### config.mk
export PLATFORM = sky130hd
export DESIGN_NAME = toggle_req_tx
export DESIGN_NICKNAME = d
export VERILOG_FILES = /design/src/rtl/toggle_req_tx.sv
export SDC_FILE = /design/constraint.sdc
export NUM_CORES = 1
export LEC_CHECK = 0
export ABC_AREA = 1
export CAP_MARGIN = 20
export CORE_ASPECT_RATIO = 1.5
export CORE_MARGIN = 3
export CORE_UTILIZATION = 35
export DETAILED_ROUTE_END_ITERATION = 7
export PLACE_DENSITY = 0.58
export SETUP_SLACK_MARGIN = 0.05
export SLEW_MARGIN = 5
export SYNTH_ARGS = -nofsm -noshare
export SYNTH_HDL_FRONTEND = slang
export SYNTH_SLANG_ARGS = --single-unit
### constraint.sdc
create_clock -name clk -period 3.33 [get_ports clk]
set_input_delay 0.8325 -clock clk [delete_from_list [all_inputs] [get_ports clk]]
set_output_delay 0.8325 -clock clk [all_outputs]
set_load 0.05 [all_outputs]
### src/rtl/toggle_req_tx.sv
// Source side of a two-phase toggle handshake: accepts a word, flips tx_tgl and
// holds tx_data until the resynchronised ack toggle catches up with tx_tgl.
module toggle_req_tx #(
  parameter int unsigned DATA_W  = 8,
  parameter int unsigned CNT_W   = 8,
  parameter int unsigned TIMEOUT = 64
) (
  input  logic              clk,
  input  logic              resetb,
  input  logic              in_valid,
  output logic              in_ready,
  input  logic [DATA_W-1:0] in_data,
  output logic              tx_tgl,
  output logic [DATA_W-1:0] tx_data,
  input  logic              ack_tgl_sync,
  output logic              busy,
  output logic [CNT_W-1:0]  xfer_cnt,
  output logic              timeout_err,
  input  logic              err_clr
);

  localparam int unsigned TMR_W = $clog2(TIMEOUT + 1);
  localparam logic [TMR_W-1:0] TMR_SAT = TMR_W'(TIMEOUT);
  localparam logic [TMR_W-1:0] TMR_THR = TMR_W'(TIMEOUT - 1);

  typedef enum logic {
    IDLE     = 1'b0,
    WAIT_ACK = 1'b1
  } state_t;

  state_t             state_q, state_d;
  logic               tx_tgl_q, tx_tgl_d;
  logic [DATA_W-1:0]  tx_data_q, tx_data_d;
  logic [CNT_W-1:0]   xfer_cnt_q, xfer_cnt_d;
  logic               timeout_err_q, timeout_err_d;
  logic [TMR_W-1:0]   timer_q, timer_d;

  logic accept;
  logic ack;
  logic hit_thr;

  // An ack that coincides with the threshold edge completes the transfer and suppresses the error.
  assign accept  = (state_q == IDLE) && in_valid;
  assign ack     = (state_q == WAIT_ACK) && (ack_tgl_sync == tx_tgl_q);
  assign hit_thr = (state_q == WAIT_ACK) && !ack && (timer_q == TMR_THR);

  always_ff @(posedge clk or negedge resetb) begin
    if (!resetb) begin
      state_q <= IDLE;
    end else begin
      state_q <= state_d;
    end
  end

  always_comb begin
    state_d = state_q;
    case (state_q)
      IDLE: begin
        if (in_valid) begin
          state_d = WAIT_ACK;
        end
      end
      WAIT_ACK: begin
        if (ack) begin
          state_d = IDLE;
        end
      end
      default: state_d = IDLE;
    endcase
  end

  always_comb begin
    in_ready = (state_q == IDLE);
    busy     = (state_q == WAIT_ACK);
  end

  always_comb begin
    tx_tgl_d      = tx_tgl_q;
    tx_data_d     = tx_data_q;
    xfer_cnt_d    = xfer_cnt_q;
    timeout_err_d = timeout_err_q;
    timer_d       = timer_q;

    if (accept) begin
      tx_data_d = in_data;
      tx_tgl_d  = ~tx_tgl_q;
      timer_d   = '0;
    end

    if (ack) begin
      xfer_cnt_d = xfer_cnt_q + 1'b1;
    end else if ((state_q == WAIT_ACK) && (timer_q != TMR_SAT)) begin
      timer_d = timer_q + 1'b1;
    end

    // A new timeout outranks a simultaneous clear so no error event is lost.
    if (hit_thr) begin
      timeout_err_d = 1'b1;
    end else if (err_clr) begin
      timeout_err_d = 1'b0;
    end
  end

  always_ff @(posedge clk or negedge resetb) begin
    if (!resetb) begin
      tx_tgl_q      <= 1'b0;
      tx_data_q     <= '0;
      xfer_cnt_q    <= '0;
      timeout_err_q <= 1'b0;
      timer_q       <= '0;
    end else begin
      tx_tgl_q      <= tx_tgl_d;
      tx_data_q     <= tx_data_d;
      xfer_cnt_q    <= xfer_cnt_d;
      timeout_err_q <= timeout_err_d;
      timer_q       <= timer_d;
    end
  end

  assign tx_tgl      = tx_tgl_q;
  assign tx_data     = tx_data_q;
  assign xfer_cnt    = xfer_cnt_q;
  assign timeout_err = timeout_err_q;

endmodule

; ---- Word-level counts from Yosys, hierarchy flattened
; Cells that the tools add are included.
[op_classes]
n_addsub = 2
eq_ne = 3
muxes = 8
n_bitwise = 2
reduce_logical = 7
[ops]
columns = operator, n
row1 = two-way mux 7 bit, 3
row2 = adder 8 x 1 -> 8 bit (second input constant), 1
row3 = adder 7 x 1 -> 7 bit (second input constant), 1
row4 = equality test 7 x 6 -> 1 bit (second input constant), 1
row5 = inequality test 7 bit (second input constant), 1
row6 = logical AND 1 bit, 5
row7 = two-way mux 1 bit, 4
row8 = inverter 1 bit, 2
row9 = one-hot mux 1 bit (2 select lines), 1
row10 = nonzero test 2 bit, 1
row11 = equality test 1 bit, 1
row12 = zero test 1 bit, 1
[word_totals]
register_bits = 26
input_bits = 13
out_inout_bits = 20
word_cells = 28

; ---- Longest topological paths before layout
[depth]
depth_word = 6
mapped_depth = 10
depth_no_buf = 10

; ---- Worst setup path after synthesis
; Ideal clock, no wire load.
[synth_path]
path_kind = register to output
from = reg state_q (netlist: busy)
to = out in_ready
arrival_ns = 0.975
required_ns = 2.497
slack_ns = 1.522
path_stages_with_launch = 2
path_buffers = 0
path_cell_list = dfrtp_1 -> inv_2
[synth_via]
elab_chain_cells = 1
[synth_lines]
columns = element, line
row1 = "start, declared", 31  ; state_t state_q, state_d;
row2 = "start signal, assigned", 51  ; state_q <= state_d;
row3 = inverter 1 bit, n/a
row4 = "end, declared", 11  ; output logic in_ready,
; Every way passes these cells.

; ---- Final worst setup path
; Ends and elaborated chain as after synthesis.

==> summary.json <==
{
  "worst_setup_path": {
    "critPathKind": "reg -> out",
    "cp.buffers_inverters": 2,
    "critical_path.cell_chain": "inv_2 > clkdlybuf4s50_1",
    "worst_ep_required_time_ps": 2500,
    "cell_family_with_most_cp_delay": "buffers and inverters",
    "critical-path-slowest-cell": "clkdlybuf4s50_1",
    "timing.critical_path.arrival_ps": 1690,
    "crit_fanout": 4,
    "start_kind": "register",
    "timing.critical_path.to_type": "primary output",
    "longest_individual_stage_delay_on_the_worst_path_ps": 830
  },
  "route": {
    "detailedRoute.firstIterationViolations": 22,
    "detail_route.vias_per_cell": 4.57,
    "vias": 1074,
    "detail_route.wirelength_um": 2680,
    "ant_nets": 0,
    "drt_pre_antenna_iters": 4,
    "drt_drc_violations_left": 0,
    "wire_per_inst_um": 11.4
  },
  "power": {
    "peakVddDrop_mv": 0.507,
    "power_leakage_nw": 0.874,
    "power.density_nw_per_um2": 948
  },
  "final_layout": {
    "area.growth.synth_to_final_pct": 33.7,
    "stdcell_area_um2": 1760,
    "stdcell_count": 235,
    "insertedDiodeCount": 0,
    "post_route_cells_drive_above_1_share_pct": 10.4,
    "finish.net_count": 210
  },
  "floorplan": {
    "die_area_um2": 4560,
    "row_count": 26,
    "floorplan.core_area_um2": 3510,
    "die_h_um": 81.2,
    "design.portCount": 33,
    "die_w_um": 56.1,
    "initial_util_pct": 37.5
  },
  "run": {
    "cap_viol_max_count": 0
  },
  "grt": {
    "global_route.usage.total_pct": 13.0,
    "first_pass_grt_wire_length_um": 4750,
    "grt_antenna_before_repair": 0,
    "grt_max_degree": 27,
    "vias_in_the_first_global_route": 1105,
    "global_route.overflow_total": 0
  },
  "yosys": {
    "syn-num-nets": 173,
    "netlist_area_um2": 1320,
    "ys.warnings.count": 0,
    "avg_synthesized_cell_area_um2": 8.40,
    "post_synth_inst_count": 157,
    "postSynthRegisterBits": 26,
    "yosysSeqAreaShare_pct": 49.3,
    "synth_cell_types": 23
  },
  "timing": {
    "fin_ws_ps": 806,
    "post_route_minimum_period_ps": 2520,
    "actual_transition_at_the_worst_max_transition_pin_ps": 514,
    "setup_tns_final_ps": 0,
    "achievable-frequency_ghz": 0.396,
    "final_hold_viol_count": 0,
    "finalClockSkew_ps": 2.51,
    "slew_violations": 0,
    "timing.max_slew.rel_slack_pct": 65.6,
    "setup-violations-final": 0,
    "post-route-period-util_pct": 75.8,
    "grt_setup_unrepaired": "false"
  },
  "clock_network": {
    "clk_path_buf_depth": 2,
    "cts_hold_buf": 0,
    "cts_tree": "done",
    "clk_pin_slew_worst_paths_ps": 90,
    "cts-resized-gates": 0,
    "clkSinkCount": 26,
    "cts_root_buffer": "clkbuf_8",
    "htree_num_levels": 1,
    "cts-buffers-inserted": 3,
    "insertion_delay_to_the_later_sink_of_the_worst_skew_pair_ps": 270,
    "buffers_inserted_during_post_cts_setup_optimization": 0
  },
  "placement": {
    "placedCellCount": 231,
    "detailedPlace.worstSlack_ps": 1100,
    "placement.io_buffers": 32,
    "final_weighted_congestion_of_routability_driven_global_placement": 0.848,
    "detailed_place_hpwl_um": 2120,
    "postPlaceCellArea_um2": 1690
  },
  "hold_path": {
    "min_path_type": "reg -> reg"
  },
  "run_status": {
    "status": "complete, no violations"
  }
}
## area by class of cell
type,count,area (um2)
flip-flops and latches,26,651
repair buffers,33,328
clock buffers,3,41.3
well taps,42,52.6
clock inverters,1,30.0
inverters,25,93.8
multi-input cells,105,567
fillers,334,1750
## through the flow
stage / utilization [%] / hold WS (ps) / total power, mW
CTS: 50.2 / 496 / 1.70
detailed placement: 48.1 / 472 / 1.43
floorplan: - / 537 / 1.14
global route: 50.2 / 514 / 1.78
global placement: 48.1 / 466 / 1.41
finish: 50.2 / 490 / 1.67
## sequential cells by signal, summed over array words and instances (netlist names)
signal / flops
xfer_cnt: 8
timer_q: 7
tx_data: 8
tx_tgl: 1
busy: 1
timeout_err: 1
## worst reg2reg max path, delay by kind of cell (launching register included)
kind                     cells  cell delay, ps
AO/OA/AOI/OAI                2             140
adder cells (fa/ha/maj)      1             150
buffers and inverters        3             240
flip-flops                   1             420
AND/OR/NAND/NOR              3             300
## placed cells by master, fill, tap and decap left out, drive strengths merged
master	netlist	routed
a22oi	1	1
buf	1	1
bufinv	0	1
clkbuf	0	3
clkdlybuf4s50	0	32
dfrtp	26	26
ha	3	3
inv	25	25
nand2	55	55
nand3	5	5
nand4	2	2
nor2	18	18
nor3	3	3
o21ai	10	10
o21bai	1	1
xnor2	1	1
xor2	6	6
## layer usage
metal	routed length, um	GRT usage [%]	share of wire (%)	vias to the layer above
li1	-	-	-	552
met1	1080	13.7	40	501
met2	1490	25.5	55	17
met3	81	1.75	3.0	4
met4	33	4.99	1.2	0
met5	0	0	0	-
## path summary, 6_finish.rpt
check	cells after the start	slack, ps	to	start
max	2	810	in_ready	busy
max in group asynchronous	2	2160	timeout_err	resetb
min	2	490	tx_data[3]	tx_data[3]
min reg2reg	2	490	tx_data[3]	tx_data[3]
min in group asynchronous	2	910	tx_tgl	resetb
max reg2reg	9	1980	timer_q[6]	timer_q[0]
## cells by family after synthesis
group                    after synthesis  share of synthesized area, %
buffers and inverters                 26                          7.69
adder cells (fa/ha/maj)                3                          2.85
AND/OR/NAND/NOR                       83                          30.5
AO/OA/AOI/OAI                         12                          4.93
flip-flops                            26                          49.3
XOR/XNOR                               7                          4.65
## power breakdown
part,total (mW),leakage [nW],internal (mW),switching (mW)
Clock,0.264,0.0357,0.161,0.103
Sequential,0.514,0.325,0.424,0.0900
Combinational,0.895,0.514,0.290,0.604
## synth_stat cells
master,count,area [um2]
dfrtp_1,26,651
ha_1,3,37.5
nand3_2,2,20.0
inv_1,22,82.6
nor2_1,14,52.6
nand4_1,2,12.5
nor3_2,1,10.0
o21bai_1,1,7.51
o21ai_1,6,30.0
nor2_8,1,20.0
nand2_2,1,6.26
xor2_1,6,52.6
buf_4,1,7.51
nor2_2,2,12.5
o21ai_0,4,20.0
inv_2,3,11.3
nor2_4,1,11.3
xnor2_1,1,8.76
nand2_1,50,188
nand3_1,3,15.0
nor3_1,2,10.0
a22oi_1,1,7.51
nand2_4,4,45.0
Note: power is estimated with default switching activity, not from simulation.
